**config.mk**
```make
export PLATFORM = sky130hd
export DESIGN_NAME = systolic_row_feeder
export DESIGN_NICKNAME = d
export VERILOG_FILES = /design/src/rtl/systolic_row_feeder.sv
export SDC_FILE = /design/constraint.sdc
export NUM_CORES = 1
export LEC_CHECK = 0
export ABC_CLOCK_PERIOD_IN_PS = 2550
export CAP_MARGIN = 20
export CORE_MARGIN = 1
export CORE_UTILIZATION = 50
export CTS_CLUSTER_SIZE = 12
export DETAILED_ROUTE_END_ITERATION = 10
export PLACE_DENSITY_LB_ADDON = 0.08
export SLEW_MARGIN = 0
export SYNTH_ARGS = -nofsm -noshare
export SYNTH_HDL_FRONTEND = slang
export SYNTH_SLANG_ARGS = --single-unit
```
**constraint.sdc**
```tcl
create_clock -name clk -period 2.55 [get_ports clk]
set_input_delay 0.3825 -clock clk [delete_from_list [all_inputs] [get_ports clk]]
set_output_delay 0.3825 -clock clk [all_outputs]
set_load 0.02 [all_outputs]
```
**src/rtl/systolic_row_feeder.sv**
```systemverilog
// systolic_row_feeder
//   Takes 64-bit beats from the operand stream buffer. Each beat carries two
//   DATA_W elements. The feeder builds ROWS-element columns from these beats
//   and drives them into the west edge of the systolic array with a diagonal
//   skew, so that row r sees a column r cycles after row 0 does. When the last
//   column of a tile has gone in, it waits for the skew pipeline to empty and
//   then pulses done.
//
//   Optional build macro: FEEDER_STALL_CNT_EN adds the stall_cnt output. That
//   output counts FILL cycles in which upstream has no data. It saturates, and
//   it clears on reset and on an accepted start.
//
//   Ports
//     clk, reset   clock, synchronous active-high reset
//     start, k_len tile start pulse (IDLE only) and column count
//     in_valid/in_ready/in_data   upstream beat handshake; the upper half of
//                                 in_data is the earlier element
//     row_data/row_valid          skewed per-row operands to the array
//     busy         high whenever the feeder is not IDLE
//     done         one-cycle pulse when a tile completes
//     stall_cnt    (FEEDER_STALL_CNT_EN only) count of starved FILL cycles

// One skew lane: a DEPTH-stage delay line for a single row.
module systolic_row_skew #(
    parameter int DATA_W = 32,
    parameter int DEPTH  = 1
) (
    input  logic              clk,
    input  logic              reset,
    input  logic              in_valid,
    input  logic [DATA_W-1:0] in_data,
    output logic              out_valid,
    output logic [DATA_W-1:0] out_data
);
    logic [DEPTH-1:0]             vld_pipe;
    logic [DEPTH-1:0][DATA_W-1:0] dat_pipe;

    always_ff @(posedge clk) begin
        if (reset) begin
            vld_pipe <= '0;
            dat_pipe <= '0;
        end else begin
            vld_pipe[0] <= in_valid;
            dat_pipe[0] <= in_data;
            for (int i = 1; i < DEPTH; i++) begin
                vld_pipe[i] <= vld_pipe[i-1];
                dat_pipe[i] <= dat_pipe[i-1];
            end
        end
    end

    assign out_valid = vld_pipe[DEPTH-1];
    assign out_data  = dat_pipe[DEPTH-1];
endmodule

module systolic_row_feeder #(
    parameter int ROWS   = 4,
    parameter int DATA_W = 32,
    parameter int KLEN_W = 16
) (
    input  logic                   clk,
    input  logic                   reset,
    input  logic                   start,
    input  logic [KLEN_W-1:0]      k_len,
    input  logic                   in_valid,
    input  logic [2*DATA_W-1:0]    in_data,
    output logic                   in_ready,
    output logic [ROWS*DATA_W-1:0] row_data,
    output logic [ROWS-1:0]        row_valid,
    output logic                   busy,
`ifdef FEEDER_STALL_CNT_EN
    output logic [31:0]            stall_cnt,
`endif
    output logic                   done
);
    localparam int BEATS   = ROWS / 2;
    localparam int BEAT_W  = (BEATS > 1) ? $clog2(BEATS) : 1;
    localparam int FLUSH_W = $clog2(ROWS);

    typedef enum logic [1:0] {IDLE, FILL, ISSUE, FLUSH} state_t;

    state_t                   state, state_nx;
    logic [KLEN_W-1:0]        k_len_q;
    logic [KLEN_W-1:0]        col_cnt;
    logic [KLEN_W-1:0]        col_cnt_inc;
    logic [BEAT_W-1:0]        beat_cnt;
    logic [FLUSH_W-1:0]       flush_cnt;
    logic [ROWS-1:0][DATA_W-1:0] slots;
    logic                     issue;
    logic                     accept;
    logic                     last_beat;
    logic                     last_flush;
    logic                     done_flush;
    logic                     done_zero;

    // col_cnt stays below k_len_q, so the increment cannot wrap even when
    // k_len is all-ones.
    assign col_cnt_inc = col_cnt + 1'b1;
    assign accept      = in_ready && in_valid;
    assign last_beat   = (beat_cnt == BEAT_W'(BEATS - 1));
    assign last_flush  = (flush_cnt == FLUSH_W'(ROWS - 1));

    always_ff @(posedge clk) begin
        if (reset) state <= IDLE;
        else       state <= state_nx;
    end

    always_comb begin
        state_nx   = state;
        in_ready   = 1'b0;
        issue      = 1'b0;
        done_flush = 1'b0;
        case (state)
            IDLE:  if (start && k_len != '0) state_nx = FILL;
            FILL: begin
                in_ready = 1'b1;
                if (in_valid && last_beat) state_nx = ISSUE;
            end
            ISSUE: begin
                issue    = 1'b1;
                state_nx = (col_cnt_inc == k_len_q) ? FLUSH : FILL;
            end
            FLUSH: begin
                // ROWS cycles: the last column leaves row ROWS-1 in the final one
                if (last_flush) begin
                    done_flush = 1'b1;
                    state_nx   = IDLE;
                end
            end
            default: state_nx = IDLE;
        endcase
    end

    assign busy = (state != IDLE);
    assign done = done_flush | done_zero;

    always_ff @(posedge clk) begin
        if (reset) begin
            k_len_q   <= '0;
            col_cnt   <= '0;
            beat_cnt  <= '0;
            flush_cnt <= '0;
            slots     <= '0;
            done_zero <= 1'b0;
        end else begin
            // zero-length tile: report done on the following cycle
            done_zero <= (state == IDLE) && start && (k_len == '0);
            if (state == IDLE && start && k_len != '0) begin
                k_len_q   <= k_len;
                col_cnt   <= '0;
                beat_cnt  <= '0;
                flush_cnt <= '0;
            end
            if (accept) begin
                for (int b = 0; b < BEATS; b++) begin
                    if (beat_cnt == BEAT_W'(b)) begin
                        slots[2*b]   <= in_data[2*DATA_W-1:DATA_W];
                        slots[2*b+1] <= in_data[DATA_W-1:0];
                    end
                end
                beat_cnt <= last_beat ? '0 : beat_cnt + 1'b1;
            end
            if (issue) col_cnt <= col_cnt_inc;
            if (state == FLUSH) flush_cnt <= last_flush ? '0 : flush_cnt + 1'b1;
        end
    end

`ifdef FEEDER_STALL_CNT_EN
    always_ff @(posedge clk) begin
        if (reset)
            stall_cnt <= '0;
        else if (state == IDLE && start)
            stall_cnt <= '0;
        else if (state == FILL && !in_valid && stall_cnt != '1)
            stall_cnt <= stall_cnt + 1'b1;
    end
`endif

    // Lanes get zero data when nothing is issued, so row_data is 0 whenever
    // row_valid is low.
    for (genvar r = 0; r < ROWS; r++) begin : g_row
        systolic_row_skew #(
            .DATA_W (DATA_W),
            .DEPTH  (r + 1)
        ) u_skew (
            .clk       (clk),
            .reset     (reset),
            .in_valid  (issue),
            .in_data   (issue ? slots[r] : '0),
            .out_valid (row_valid[r]),
            .out_data  (row_data[r*DATA_W +: DATA_W])
        );
    end
endmodule

```
# Word level (Yosys, flattened, before mapping)
# Index checks and enable logic that the tools add are counted.
# totals
ff_bits,496
latchBits,0
ramBits,0
romBits,0
out_inout_bits,135
mem_count,0
# op_classes
addsub,3
n_mul,0
div_mod_pow,0
order_cmp,0
n_eq_ne,8
shift,0
mux,17
bitwise_logic,3
n_reduce_logical,17
# ops
cell,n
16-bit 2-to-1 mux,2
"16-bit by 1-bit adder with 16-bit output, second input constant",1
16-bit equality test,1
16-bit zero test,1
16-bit nonzero test,1
2-bit 2-to-1 mux,7
2-bit one-hot mux with 4 select lines,1
2-bit nonzero test,4
1-bit 2-to-1 mux,7
"2-bit equality test, second input constant",3
1-bit logical AND,6
"2-bit inequality test, second input constant",3
2-bit AND reduction,2
3-bit AND reduction,1
"2-bit by 1-bit adder with 2-bit output, second input constant",1
"2-bit by 1-bit equality test with 1-bit output, second input constant",1
2-bit zero test,1
1-bit NOT,2
2-bit OR reduction,1
"1-bit adder, second input constant",1
1-bit bitwise OR,1

# Logic depth before layout (Yosys ltp)
# logic_depth
word_depth,5
mapped_depth,8
mapped_depth_nobuf,6

# By module
# A second synthesis with hierarchy kept.
# hier_totals
hier_cells,1751
area_unflattened_um2,16973.8
# modules_own_cells
module,instances,cells_per_inst,area_per_inst_um2
systolic_row_feeder,1,960,7333.3
systolic_row_skew at g_row[3].u_skew,1,310,3798.6
systolic_row_skew at g_row[2].u_skew,1,241,2915.3
systolic_row_skew at g_row[1].u_skew,1,171,2037.0
systolic_row_skew at g_row[0].u_skew,1,69,889.6

# Least setup slack after synthesis
# Ideal clock, no wire load.
# synth_timing
path_kind,register -> register
from,reg col_cnt[0]
to,reg state[1]
setup_ps,84
arrival_time_ps,1993
t_required_ps,2466
slack_ps,472
stages_incl_launch_ff,8
synth_period_minus_slack_ps,2078
cell_sequence,dfxtp_1 -> ha_1 -> buf_2 -> nand4_1 -> nor4_2 -> o22ai_1 -> or4_4 -> o31ai_2
# synth_via
elab_chain_cells,4
# synth_lines
element,line,text
start: declaration,84,logic [KLEN_W-1:0] col_cnt;
start signal: assignment,163,if (issue) col_cnt <= col_cnt_inc;
16-bit by 1-bit adder with 16-bit output,98,assign col_cnt_inc = col_cnt + 1'b1;
16-bit equality test,121,state_nx = (col_cnt_inc == k_len_q) ? FLUSH : FILL;
2-bit 2-to-1 mux,121,
2-bit one-hot mux with 4 select lines,113,case (state)
end signal: assignment,105,else state <= state_nx;
end: declaration,82,"state_t state, state_nx;"
# Every way passes these cells.
# A chain may end at the register's enable or synchronous reset.

# Final worst setup path
# layout_timing
from,reg state[0]
to,out in_ready
# layout_via
elab_chain_cells,2
# layout_lines
element,line,text
2-bit by 1-bit equality test with 1-bit output,113,
1-bit 2-to-1 mux,113,
end: declaration,67,"output logic in_ready,"
# Every way passes these cells.

==> results.md <==
- Cell Area, Synth: ~16,000 um2
- DP HPWL: 19.10 mm
- Num CTS Buffers: 49
- Antenna-violating nets left: 0
- Root buffer cell: clkbuf_16
- Die Wd: 180.7 um
- CTS tree: built
- Fin crit share: 93.91%
- Crit path launch type: flop
- Routed length per instance: 14.72 um
- Clock slew at reported path FFs: 60 ps
- Critical Path Max Stage Delay: 650 ps
- Worst-margin pin slew: 906.7 ps
- Die Ht: ~180 um
- Routed met2 length: 14.11 mm
- Clock sink count: roughly 500
- DR pass1 iterations: 6
- Fmax: 417.6 MHz
- DRC violations left: 0
- RSZ-0062 raised after global routing: false
- Overall routed net length: just over 30 mm
- Area growth from synthesis to layout: 20.10%
- Die area: about 33,000 um2
- Nets: 1,778
- Total track usage: 19.20%
- Max VDD drop: around 0.63 mV
- Vias: 9,992
- Metal-1 WL: 14.22 mm
- Class of the worst hold path: in2reg
- Post-CTS Setup Bufs: 0
- Synthesized net count: 1,691
- Power Density: 770.9 nW/um2
- Layout Skew: 20.89 ps
- Final Setup Violations: 0
- Crit. End Element: output port
- Layout cells sized above 1: about 5.6%
- Ys flop type: dfxtp_1
- Synth unique cells: 55
- # diodes: 0
- Status: finished, final reports clean
- Input/output buffers: between 200 and 250
- Arrival time at the worst endpoint: 2010 ps
- First-pass GRT wire length: 50.56 mm
- H-tree depth: 2
- Placement Cell Area: 17,740 um2
- Post-synth EDFFs: 0
- Initial DRC Count: 535
- Vias in the first global route: 9,432
- Synthesis-stage register bit count: 490
- Commonest non-fill, non-tap cell in the layout: dfxtp_1
- Seq/Total Area, Yosys: 61.45%
- Top Metal Used: met4
- Worst hold slack: ~340 ps
- Yosys warns: 0
- GP Congestion: 0.8166
- Starting Density: ~51%
- Total power: 14.78 mW
- Aggregate global routing overflow: 0
- CP max-delay cell: clkdlybuf4s50_1
- CP Cell Sequence: nor2b_2, clkdlybuf4s50_1
- Slew Limit Headroom: 39.55%
- Num rows: 65
- Syn avg cell area: 9.946 um2
- Fin crit period: 2395 ps
- Largest net degree at the start of global routing: 198
- Hold Vio Cnt, Final: 0
- Clock buffer depth: 3
- Io pins: 219
- Worst-Skew Late Latency: 560 ps
- Via/cell ratio: 4.727
- Initial antenna violation count: 0
- Final slew viol count: 0
- Req. time, crit path: 2170 ps
- Finished Cell Area: 19,170 um2
- WL met3: 2.347 mm
- CORE AREA: between 30,000 and 40,000 um2
- Most frequent cells in the layout: dfxtp_1, nand2_1, clkdlybuf4s50_1
- Static Leak: 7.132 nW
- Critical path class: reg2out
- Crit-path max FO: 10
- Max-cap viol count: 0
- Utilization after layout: ~61%
- Syn Inst Count: 1,605
- Async SR Flop Fraction: 0%
-- final cells by class --
class	count	area (um2)
well taps	402	503.0
clock buffers	66	1351
clock inverters	5	78.83
multi-input cells	910	5006
inverters	7	27.53
flip-flops and latches	490	9809
fillers	2730	12300
repair buffers	234	2395
-- stage by stage --
stage	instances	setup slack, ps	setup TNS [ps]
6_report	2114	155.4	0
5_1_grt	2114	10.54	0
4_1_cts	2114	20.14	0
3_5_place_dp	2043	-26.99	-28.12
3_3_place_gp	2043	81.67	0
2_1_floorplan	1605	472.3	0
-- sequential cells by signal (all words and copies together) (netlist names) --
| signal | flops |
|---|---|
| g_row.u_skew.dat_pipe | 192 |
| g_row.u_skew.out_data | 128 |
| slots | 128 |
| col_cnt | 16 |
| k_len_q | 16 |
| g_row.u_skew.vld_pipe | 4 |
| flush_cnt | 2 |
| state | 2 |
| beat_cnt | 1 |
| done_zero | 1 |
-- critical path, delay by kind of cell, from the launching register on --
family,cells,cell delay (ps)
buffers and inverters,1,650
DFF,1,500
and+or+nand+nor,1,310
-- worst paths after layout --
path | startpoint | to | slack, ps | cells after the start
hold reg to reg | g_row[2].u_skew.dat_pipe[63] | g_row[2].u_skew.out_data[31] | 420 | 1
setup / recovery | state[0] | in_ready | 160 | 2
hold / removal | reset | k_len_q[1] | 340 | 3
setup reg to reg | col_cnt[0] | state[1] | 180 | 6
-- kinds of logic after synthesis --
family	synth area share [%]
AO/OA/AOI/OAI	6.443
XOR/XNOR	1.042
multiplexers	1.207
adder cells (fa/ha/maj)	0.1567
flip-flops	61.45
AND/OR/NAND/NOR	22.34
buffers and inverters	7.360
-- per-layer routing --
| layer | GRT usage, % | up-vias |
|---|---|---|
| li1 | - | 5162 |
| met1 | 25.31 | 4558 |
| met2 | 30.22 | 230 |
| met3 | 6.285 | 42 |
| met4 | 4.957 | 0 |
| met5 | 0 | - |
-- timing repair --
| action | CTS | global route |
|---|---|---|
| hold buffers | 0 | 0 |
| resized for setup | 0 | 1 |
| setup endpoints to repair | 0 | 1 |
-- where the power goes --
part           switching (mW)  total, mW  internal [mW]
registers              0.0445       7.77           7.73
logic                   0.288      0.513          0.224
clock network            2.73       6.49           3.76
total                    3.06       14.8           11.7
-- synth_stat cells, drive strengths merged, types with 9 or more instances --
| cell | n | share of area, % |
|---|---|---|
| a21oi | 140 | 4.4 |
| a311oi | 9 | 0.49 |
| and2 | 128 | 5.0 |
| buf | 112 | 5.2 |
| clkbuf | 86 | 2.0 |
| dfxtp | 490 | 61 |
| mux2i | 17 | 1.1 |
| nand2 | 272 | 6.4 |
| nand3 | 9 | 0.36 |
| nor2 | 39 | 0.92 |
| nor2b | 198 | 7.8 |
| o21ai | 13 | 0.41 |
| xnor2 | 11 | 0.60 |
Power figures use the tool's default switching activity.
